`config.mk`:
```
export PLATFORM = sky130hd
export DESIGN_NAME = inv_clarke_ab2abc
export DESIGN_NICKNAME = d
export VERILOG_FILES = /design/src/rtl/inv_clarke_ab2abc_pkg.sv /design/src/rtl/inv_clarke_ab2abc_qmult_rs.sv /design/src/rtl/inv_clarke_ab2abc.sv
export SDC_FILE = /design/constraint.sdc
export NUM_CORES = 2
export LEC_CHECK = 0
export ABC_AREA = 0
export BUFFER_PORTS_ARGS = -buffer_cell sky130_fd_sc_hd__buf_2
export CAP_MARGIN = 10
export CORE_AREA = 3 3 265 332
export DETAILED_ROUTE_END_ITERATION = 10
export DIE_AREA = 0 0 268 335
export GPL_TIMING_DRIVEN = 0
export PLACE_DENSITY_LB_ADDON = 0.2
export SLEW_MARGIN = 20
export SYNTH_ARGS = -nofsm -noshare
export SYNTH_HDL_FRONTEND = slang
export SYNTH_SLANG_ARGS = --single-unit
```
`constraint.sdc`:
```
create_clock -name Clk -period 23.4 [get_ports Clk]
set_clock_uncertainty 0.1 [all_clocks]
set_input_delay 2.34 -clock Clk [delete_from_list [all_inputs] [get_ports Clk]]
set_output_delay 2.34 -clock Clk [all_outputs]
set_load 0.01 [all_outputs]
```
`src/rtl/inv_clarke_ab2abc_pkg.sv`:
```
// Shared definitions for the Clarke / inverse-Clarke blocks: Q8.24 constants,
// FSM state encoding and fixed-point round/saturate helpers.
package inv_clarke_ab2abc_pkg;

   // Widest intermediate the helpers handle (product of two 32-bit samples plus a guard bit).
   localparam int MAX_W = 64;

   localparam logic signed [31:0] K_RTSD    = 32'sd14529495;   // sqrt(3)/2
   localparam logic signed [31:0] K_ONEHALF = 32'sd8388608;    // 1/2
   localparam logic signed [31:0] K_DST     = 32'sd11184810;   // 2/3

   typedef enum logic [1:0] {
      ST_IDLE = 2'b00,
      ST_MUL  = 2'b01,
      ST_SUM  = 2'b10,
      ST_HOLD = 2'b11
   } state_e;

   function automatic logic signed [MAX_W:0] round_shift(input logic signed [MAX_W:0] x,
                                                         input int                    fp);
      logic signed [MAX_W:0] bias;
      if (fp > 0) begin
         bias = 65'sd1 <<< (fp - 1);
      end else begin
         bias = 65'sd0;
      end
      return (x + bias) >>> fp;
   endfunction

   // True when x does not fit in a w-bit two's complement word.
   function automatic logic sat_hit(input logic signed [MAX_W:0] x, input int w);
      logic signed [MAX_W:0] hi;
      logic signed [MAX_W:0] lo;
      hi = (65'sd1 <<< (w - 1)) - 65'sd1;
      lo = -(65'sd1 <<< (w - 1));
      return (x > hi) || (x < lo);
   endfunction

endpackage

```
`src/rtl/inv_clarke_ab2abc_qmult_rs.sv`:
```
// Signed Q-format multiplier: full-width product, round-half-up, then
// saturation back to DATA_WIDTH with a clip flag.
module qmult_rs
   import inv_clarke_ab2abc_pkg::*;
#(
   parameter int DATA_WIDTH = 32,
   parameter int FP_WIDTH   = 24
) (
   input  logic signed [DATA_WIDTH-1:0] a_i,
   input  logic signed [DATA_WIDTH-1:0] b_i,
   output logic signed [DATA_WIDTH-1:0] p_o,
   output logic                         sat_o
);

   logic signed [2*DATA_WIDTH-1:0] prod_s;
   logic signed [MAX_W:0]          prod_ext_s;
   logic signed [MAX_W:0]          rnd_s;

   assign prod_s     = a_i * b_i;
   assign prod_ext_s = {{(MAX_W + 1 - 2*DATA_WIDTH){prod_s[2*DATA_WIDTH-1]}}, prod_s};
   assign rnd_s      = round_shift(prod_ext_s, FP_WIDTH);
   assign sat_o      = sat_hit(rnd_s, DATA_WIDTH);

   // Clip to the nearest rail on overflow, otherwise pass the rounded value through.
   always_comb begin
      p_o = rnd_s[DATA_WIDTH-1:0];
      if (sat_o) begin
         p_o = {rnd_s[MAX_W], {(DATA_WIDTH-1){~rnd_s[MAX_W]}}};
      end else begin
         p_o = rnd_s[DATA_WIDTH-1:0];
      end
   end

endmodule

```
`src/rtl/inv_clarke_ab2abc.sv`:
```
// Inverse Clarke transform (alpha/beta -> a/b/c), one sample in flight,
// IDLE -> MUL -> SUM -> HOLD with a single shared K*beta multiplier.
module inv_clarke_ab2abc
   import inv_clarke_ab2abc_pkg::*;
#(
   parameter int DATA_WIDTH = 32,
   parameter int FP_WIDTH   = 24
) (
   input  logic                         Clk,
   input  logic                         Resetn,
   input  logic signed [DATA_WIDTH-1:0] alpha,
   input  logic signed [DATA_WIDTH-1:0] beta,
   input  logic                         in_data_valid,
   output logic                         in_data_ready,
   output logic signed [DATA_WIDTH-1:0] phase_a,
   output logic signed [DATA_WIDTH-1:0] phase_b,
   output logic signed [DATA_WIDTH-1:0] phase_c,
   output logic                         sat,
   output logic                         out_data_valid,
   input  logic                         out_data_ready
);

   localparam logic signed [DATA_WIDTH-1:0] K_COEF = DATA_WIDTH'(K_RTSD);

   state_e                        state_q,     state_d;
   logic                          in_ready_q,  in_ready_d;
   logic                          out_valid_q, out_valid_d;
   logic signed [DATA_WIDTH-1:0]  alpha_q,     alpha_d;
   logic signed [DATA_WIDTH-1:0]  beta_q,      beta_d;
   logic signed [DATA_WIDTH-1:0]  half_q,      half_d;
   logic signed [DATA_WIDTH-1:0]  kb_q,        kb_d;
   logic                          ksat_q,      ksat_d;
   logic signed [DATA_WIDTH-1:0]  pa_q,        pa_d;
   logic signed [DATA_WIDTH-1:0]  pb_q,        pb_d;
   logic signed [DATA_WIDTH-1:0]  pc_q,        pc_d;
   logic                          sat_q,       sat_d;

   logic signed [DATA_WIDTH-1:0]  kb_s;
   logic                          ksat_s;
   logic signed [DATA_WIDTH:0]    sum_b_s;
   logic signed [DATA_WIDTH:0]    sum_c_s;
   logic signed [MAX_W:0]         sum_b_ext_s;
   logic signed [MAX_W:0]         sum_c_ext_s;
   logic                          clip_b_s;
   logic                          clip_c_s;
   logic signed [DATA_WIDTH-1:0]  b_sat_s;
   logic signed [DATA_WIDTH-1:0]  c_sat_s;

   qmult_rs #(
      .DATA_WIDTH (DATA_WIDTH),
      .FP_WIDTH   (FP_WIDTH)
   ) u_kbeta (
      .a_i   (beta_q),
      .b_i   (K_COEF),
      .p_o   (kb_s),
      .sat_o (ksat_s)
   );

   // One guard bit keeps -half +/- K*beta exact before clipping.
   assign sum_b_s     = {kb_q[DATA_WIDTH-1], kb_q} - {half_q[DATA_WIDTH-1], half_q};
   assign sum_c_s     = -{kb_q[DATA_WIDTH-1], kb_q} - {half_q[DATA_WIDTH-1], half_q};
   assign sum_b_ext_s = {{(MAX_W - DATA_WIDTH){sum_b_s[DATA_WIDTH]}}, sum_b_s};
   assign sum_c_ext_s = {{(MAX_W - DATA_WIDTH){sum_c_s[DATA_WIDTH]}}, sum_c_s};
   assign clip_b_s    = sat_hit(sum_b_ext_s, DATA_WIDTH);
   assign clip_c_s    = sat_hit(sum_c_ext_s, DATA_WIDTH);

   // Saturate the b/c sums to the DATA_WIDTH rails.
   always_comb begin
      b_sat_s = sum_b_s[DATA_WIDTH-1:0];
      c_sat_s = sum_c_s[DATA_WIDTH-1:0];
      if (clip_b_s) begin
         b_sat_s = {sum_b_s[DATA_WIDTH], {(DATA_WIDTH-1){~sum_b_s[DATA_WIDTH]}}};
      end else begin
         b_sat_s = sum_b_s[DATA_WIDTH-1:0];
      end
      if (clip_c_s) begin
         c_sat_s = {sum_c_s[DATA_WIDTH], {(DATA_WIDTH-1){~sum_c_s[DATA_WIDTH]}}};
      end else begin
         c_sat_s = sum_c_s[DATA_WIDTH-1:0];
      end
   end

   // Next-state and datapath load decisions for the sample FSM.
   always_comb begin
      state_d     = state_q;
      in_ready_d  = in_ready_q;
      out_valid_d = out_valid_q;
      alpha_d     = alpha_q;
      beta_d      = beta_q;
      half_d      = half_q;
      kb_d        = kb_q;
      ksat_d      = ksat_q;
      pa_d        = pa_q;
      pb_d        = pb_q;
      pc_d        = pc_q;
      sat_d       = sat_q;
      case (state_q)
         ST_IDLE: begin
            in_ready_d = 1'b1;
            if (in_data_valid && in_ready_q) begin
               alpha_d    = alpha;
               beta_d     = beta;
               in_ready_d = 1'b0;
               state_d    = ST_MUL;
            end else begin
               state_d    = ST_IDLE;
            end
         end
         ST_MUL: begin
            half_d  = alpha_q >>> 1;
            kb_d    = kb_s;
            ksat_d  = ksat_s;
            state_d = ST_SUM;
         end
         ST_SUM: begin
            pa_d        = alpha_q;
            pb_d        = b_sat_s;
            pc_d        = c_sat_s;
            sat_d       = clip_b_s | clip_c_s | ksat_q;
            out_valid_d = 1'b1;
            state_d     = ST_HOLD;
         end
         ST_HOLD: begin
            if (out_data_ready) begin
               out_valid_d = 1'b0;
               in_ready_d  = 1'b1;
               state_d     = ST_IDLE;
            end else begin
               state_d     = ST_HOLD;
            end
         end
         default: begin
            in_ready_d  = 1'b0;
            out_valid_d = 1'b0;
            state_d     = ST_IDLE;
         end
      endcase
   end

   // State and datapath registers; reset discards any sample in flight.
   always_ff @(posedge Clk) begin
      if (!Resetn) begin
         state_q     <= ST_IDLE;
         in_ready_q  <= 1'b0;
         out_valid_q <= 1'b0;
         alpha_q     <= '0;
         beta_q      <= '0;
         half_q      <= '0;
         kb_q        <= '0;
         ksat_q      <= 1'b0;
         pa_q        <= '0;
         pb_q        <= '0;
         pc_q        <= '0;
         sat_q       <= 1'b0;
      end else begin
         state_q     <= state_d;
         in_ready_q  <= in_ready_d;
         out_valid_q <= out_valid_d;
         alpha_q     <= alpha_d;
         beta_q      <= beta_d;
         half_q      <= half_d;
         kb_q        <= kb_d;
         ksat_q      <= ksat_d;
         pa_q        <= pa_d;
         pb_q        <= pb_d;
         pc_q        <= pc_d;
         sat_q       <= sat_d;
      end
   end

   assign in_data_ready  = in_ready_q;
   assign out_data_valid = out_valid_q;
   assign phase_a        = pa_q;
   assign phase_b        = pb_q;
   assign phase_c        = pc_q;
   assign sat            = sat_q;

endmodule

```
# --- After elaboration in Yosys (flattened, before gate mapping) ---
# Cells that the tools add are included.
classes:
  n_addsub: 4
  mul: 1
  magnitude_cmp: 6
  n_eq_ne: 4
  muxes: 11
  n_bitwise: 5
  reduce_logical: 10
op_table:
  columns: ["cell", "n"]
  rows:
  - ["two-way mux 32 bit", 3]
  - ["greater-than comparator 33 x 32 -> 1 bit (second input constant)", 2]
  - ["< comparator 33 x 32 -> 1 bit (second input constant)", 2]
  - ["adder 57 x 25 -> 58 bit (second input constant)", 1]
  - ["multiplier 32 x 25 -> 57 bit (second input constant)", 1]
  - ["greater-than comparator 41 x 32 -> 1 bit (second input constant)", 1]
  - ["< comparator 41 x 32 -> 1 bit (second input constant)", 1]
  - ["negation 33 bit", 1]
  - ["subtractor 32 x 31 -> 33 bit", 1]
  - ["subtractor 33 bit", 1]
  - ["case mux 2 bit (4 select lines)", 1]
  - ["AND reduction 2 bit", 3]
  - ["equality test 2 bit (second input constant)", 2]
  - ["two-way mux 1 bit", 4]
  - ["case mux 1 bit (2 select lines)", 2]
  - ["nonzero test 2 bit", 2]
  - ["logical OR 1 bit", 3]
  - ["inverter 1 bit", 3]
  - ["equality test 2 x 1 -> 1 bit (second input constant)", 1]
  - ["logical NOT 2 bit", 1]
  - ["two-way mux 2 bit", 1]
  - ["!= test 2 bit (second input constant)", 1]
  - ["bitwise OR 1 bit", 2]
  - ["logical AND 1 bit", 1]
totals:
  regBits: 229
  out_inout_bits: 99
  elab_cells: 53

# --- Longest topological paths before layout ---
logic_depth:
  word_depth: 6
  ltp_mapped: 29
  mapped_depth_nobuf: 26

# --- By module ---
# A second synthesis with hierarchy kept.
hier_totals:
  hier_cells: 5598
  hier_area_um2: 49617.6
modules_own_cells:
  columns: ["mod", "n_inst", "cells_each", "area_per_inst_um2", "seq_area_each_um2"]
  rows:
  - ["qmult_rs", 1, 3993, 37048.0, 0.0]
  - ["inv_clarke_ab2abc", 1, 1605, 12569.6, 4584.4]

# --- Least setup slack after synthesis ---
# No wires, ideal clock.
synth_timing:
  kind: "register to register"
  from: "register beta_q[31]"
  to: "register kb_q[12]"
  setup_time_ps: 139
  t_arrival_ps: 7488
  t_required_ps: 23161
  slack_ps: 15673
  path_stages_with_launch: 26
  synth_period_minus_slack_ps: 7727
  cell_sequence: "dfxtp_1 clkbuf_1 inv_1 fa_1 inv_1 ha_1 inv_1 fa_1 inv_1 fa_1 fa_1 fa_1 inv_1 fa_1 inv_1 ha_1 clkbuf_1 and4_1 nand3_1 nor3_1 nand4_1 a21oi_1 o21bai_2 o311ai_1 clkbuf_1 o22ai_1"
synth_via:
  elab_chain_cells: 5
synth_lines:
  columns: ["element", "line", "source"]
  rows:
  - ["from (decl)", "inv_clarke_ab2abc.sv:29", "logic signed [DATA_WIDTH-1:0] beta_q, beta_d;"]
  - ["from (signal assigned)", "inv_clarke_ab2abc.sv:160", "beta_q <= beta_d;"]
  - ["multiplier 32 x 25 -> 57 bit *", "inv_clarke_ab2abc_qmult_rs.sv:19", "assign prod_s = a_i * b_i;"]
  - ["adder 57 x 25 -> 58 bit *", "inv_clarke_ab2abc_pkg.sv:27", "return (x + bias) >>> fp;"]
  - ["greater-than comparator 41 x 32 -> 1 bit / < comparator 41 x 32 -> 1 bit (equally long branches)", "inv_clarke_ab2abc_pkg.sv:36", "return (x > hi) || (x < lo);"]
  - ["logical OR 1 bit", "inv_clarke_ab2abc_pkg.sv:36", null]
  - ["two-way mux 32 bit *", "inv_clarke_ab2abc_qmult_rs.sv:27", "if (sat_o) begin"]
  - ["to (signal assigned)", "inv_clarke_ab2abc.sv:162", "kb_q <= kb_d;"]
  - ["to (decl)", "inv_clarke_ab2abc.sv:31", "logic signed [DATA_WIDTH-1:0] kb_q, kb_d;"]
# Every way passes the cells marked *; elsewhere a longest branch is shown, timed or not.
# A chain may end at the register's enable or synchronous reset.

# --- Worst setup path in the final report ---
layout_timing:
  from: "register beta_q[31]"
  to: "register kb_q[4]"
# Same word-level chain as after synthesis.

==> flow_summary.toml <==
[status]
status = "finished clean"

[floorplan]
io_pins = 167
die_w_um = 268
core-area_mm2 = 0.0854
start_util_pct = 36.7
num_rows = 120
dieArea_mm2 = 0.0898
fp.dieH_um = 335

[clock_tree]
cts_buffer_depth = 3
root_buffer = "clkbuf_16"
postCtsResizedCells = 0
clk_pin_slew_ps = 60
htreeDepth = 1
worstSkewPairLatency_ps = 600
numCtsBuffers = 28
cts_hold_repair.buffers = 0
cts.sinks = 229
cts_tree = "done"
post_cts.repair.setup_buffers = 0

[pwr]
leakage_nw = 17.1
ir_worst_vdd_v = 0.0000785
p_per_area_mw_per_mm2 = 120

[sta]
fin_crit_sh_pct = 40.3
rsz0062_at_grt = "false"
finalHoldViolCount = 0
max_freq_mhz = 106
period_needed_ps = 9430
worst_slew_pin_slew_ps = 1090
relSlewSlack_pct = 27.3
setup_viol = 0
maxSlewViolCount = 0
setup-tns-final_ps = 0

[detailed_routing]
vias = 23500
detail_route.iter0.violations = 1119
drc = 0
routedWlPerCell_um = 19.2
drtPass1Iterations = 7
routed_wl_um = 93100
antenna_left = 0
vias_per_cell = 4.84

[layout]
final_common_cell = "inv_1"
seqCellArea_mm2 = 0.00459
num-fill-cells = 8703
fin_area_mm2 = 0.0345
final_cell_mix = "inv_1, fa_1, ha_1, nand2_1, dfxtp_1"
fin_nets = 4641
multi_input_area_mm2 = 0.0231
area_growth_pct = 10.1
drive_gt1_share_pct = 8.34

[worst_setup_path]
arrival_ps = 9740
worstSetupPathType = "flop to flop"
crit_required_ps = 23720
end_kind = "flop"
cp_max_fo = 16
cp-start-kind = "flop"

[place]
place_area_mm2 = 0.0336
gp_congestion = 0.895
port_buffers = 166
dp_hpwl_um = 80900

[synthesis]
syn_avg_cell_area_um2 = 8.90
synth.cell_area_mm2 = 0.0314
synth_edf_count = 0
synth_top_family_by_area = "adder cells"
yosys.area_share.adder_pct = 46.9
synth.distinct_cells = 81
synth_compound_area_share_pct = 14.7
ys_seq_area_share_pct = 14.6
synth_top_flop_cell = "dfxtp_1"
ys_ff_latch = 229
synthSimpleGateAreaFrac_pct = 8.51
synth-xor-area-share_pct = 3.51
synth_cells = 3525
yosysWarnings = 0
synthesis.nets = 4444
async_reset_ff_share_pct = 0
synthMuxAreaShare_pct = 0.0957

[run]
max_cap_viol_count = 0

[global_route]
grt_start_max_net_pins = 23
grt_pass1_vias = 24500
grt_usage_pct = 20.9
grt_pass1_wl_um = 143000
antenna_found_initial = 6
grt-ovfl-total = 0

[hold_path]
hold_class = "flop to flop"
-- logic make-up after synthesis --
| group | Yosys count |
|---|---|
| AND/OR/NAND/NOR | 593 |
| AO/OA/AOI/OAI | 696 |
| flip-flops | 229 |
| adder cells (fa/ha/maj) | 913 |
| buffers and inverters | 966 |
| multiplexers | 3 |
| XOR/XNOR | 125 |
-- worst max-delay path: stages, from the launching register on --
cell and delay (ps):
dfxtp_2 630, clkbuf_1 590, inv_1 530, fa_1 630, inv_1 40, ha_1 270, inv_1 50, fa_1 470
inv_1 50, fa_1 480, fa_1 460, fa_1 510, inv_1 50, fa_1 530, inv_1 70, ha_1 280
clkbuf_1 330, and4_1 290, nand3_1 120, nor3_1 350, nand4_1 270, a21oi_1 400, o21bai_2 170, o311ai_1 820
clkbuf_1 520, o22ai_1 190
-- layout make-up --
cell class	count	share of cell area, %
multi-input cells	2330	66.9
flip-flops and latches	229	13.3
inverters	848	9.22
well taps	1098	3.98
repair buffers	167	2.49
clock buffers	41	2.34
plain buffers	118	1.43
clock inverters	7	0.297
diodes	8	0.0580
-- state kept, by name (all words and copies together) (netlist names) --
| register | cells |
|---|---|
| alpha_q | 32 |
| ksat_q | 1 |
| phase_b | 32 |
| phase_c | 32 |
| sat | 1 |
| in_data_ready | 1 |
| half_q | 31 |
| out_data_valid | 1 |
| phase_a | 32 |
| state_q | 2 |
| beta_q | 32 |
| kb_q | 32 |
-- report_power, final --
group / switching, W / internal, W / total (W)
Combinational: 0.00196 / 0.00129 / 0.00324
Sequential: 0.0000481 / 0.000433 / 0.000481
Clock: 0.000183 / 0.000251 / 0.000434
-- metrics by stage --
| step | setup WS (ps) | power (W) | hold slack (ps) | cells | utilization [%] |
|---|---|---|---|---|---|
| 6_report | 13970 | 0.00416 | 364 | 4846 | 40.4 |
| 5_1_grt | 13650 | 0.00459 | 383 | 4839 | 40.4 |
| 4_1_cts | 14010 | 0.00419 | 366 | 4838 | 40.4 |
| 3_5_place_dp | 14070 | 0.00372 | 357 | 4790 | 39.3 |
| 3_3_place_gp | 13220 | 0.00372 | 352 | 4789 | 39.3 |
| 2_1_floorplan | 15670 | 0.00289 | 341 | 3525 | - |
-- final timing paths --
kind | from | endpoint | slack, ps | cells after the start
max reg2reg | beta_q[31] | kb_q[4] | 13970 | 25
min reg2reg | half_q[15] | half_q[15] | 360 | 2
min | half_q[15] | half_q[15] | 360 | 2
max | beta_q[31] | kb_q[4] | 13970 | 25
-- layer usage --
| layer | global-route usage [%] | part of all wire, % | vias to the layer above |
|---|---|---|---|
| li1 | - | - | 11600 |
| met1 | 26.3 | 43 | 11400 |
| met2 | 38.2 | 51 | 439 |
| met3 | 2.17 | 4.0 | 91 |
| met4 | 4.89 | 2.5 | 0 |
| met5 | 0 | 0 | - |
-- cell usage after synthesis (all sizes together), types with 8 or more instances --
cell     number  area (um2)
a211oi       14         105
a21boi      131         983
a21o         55         413
a21oi       183        1030
a31oi        12        75.1
and2          9        56.3
and3          8        50.1
buf          18         114
clkbuf      100         375
dfxtp       229        4580
fa          454        9090
ha          397        4970
inv         848        3180
maj3         62         654
nand2       322        1210
nand2b       19         119
nand3        18        90.1
nand4        22         138
nor2        105         394
nor2b        12        75.1
nor3         20         100
nor4          8        50.1
o211ai       10        75.1
o21a         15         113
o21ai       155         776
o21bai       21         165
o22ai        16         100
o2bb2ai      26         228
o31ai         8        60.1
or2           9        58.8
or3          10        62.6
xnor2        84         743
xor2         41         359
Note: power is estimated with default switching activity, not from simulation.
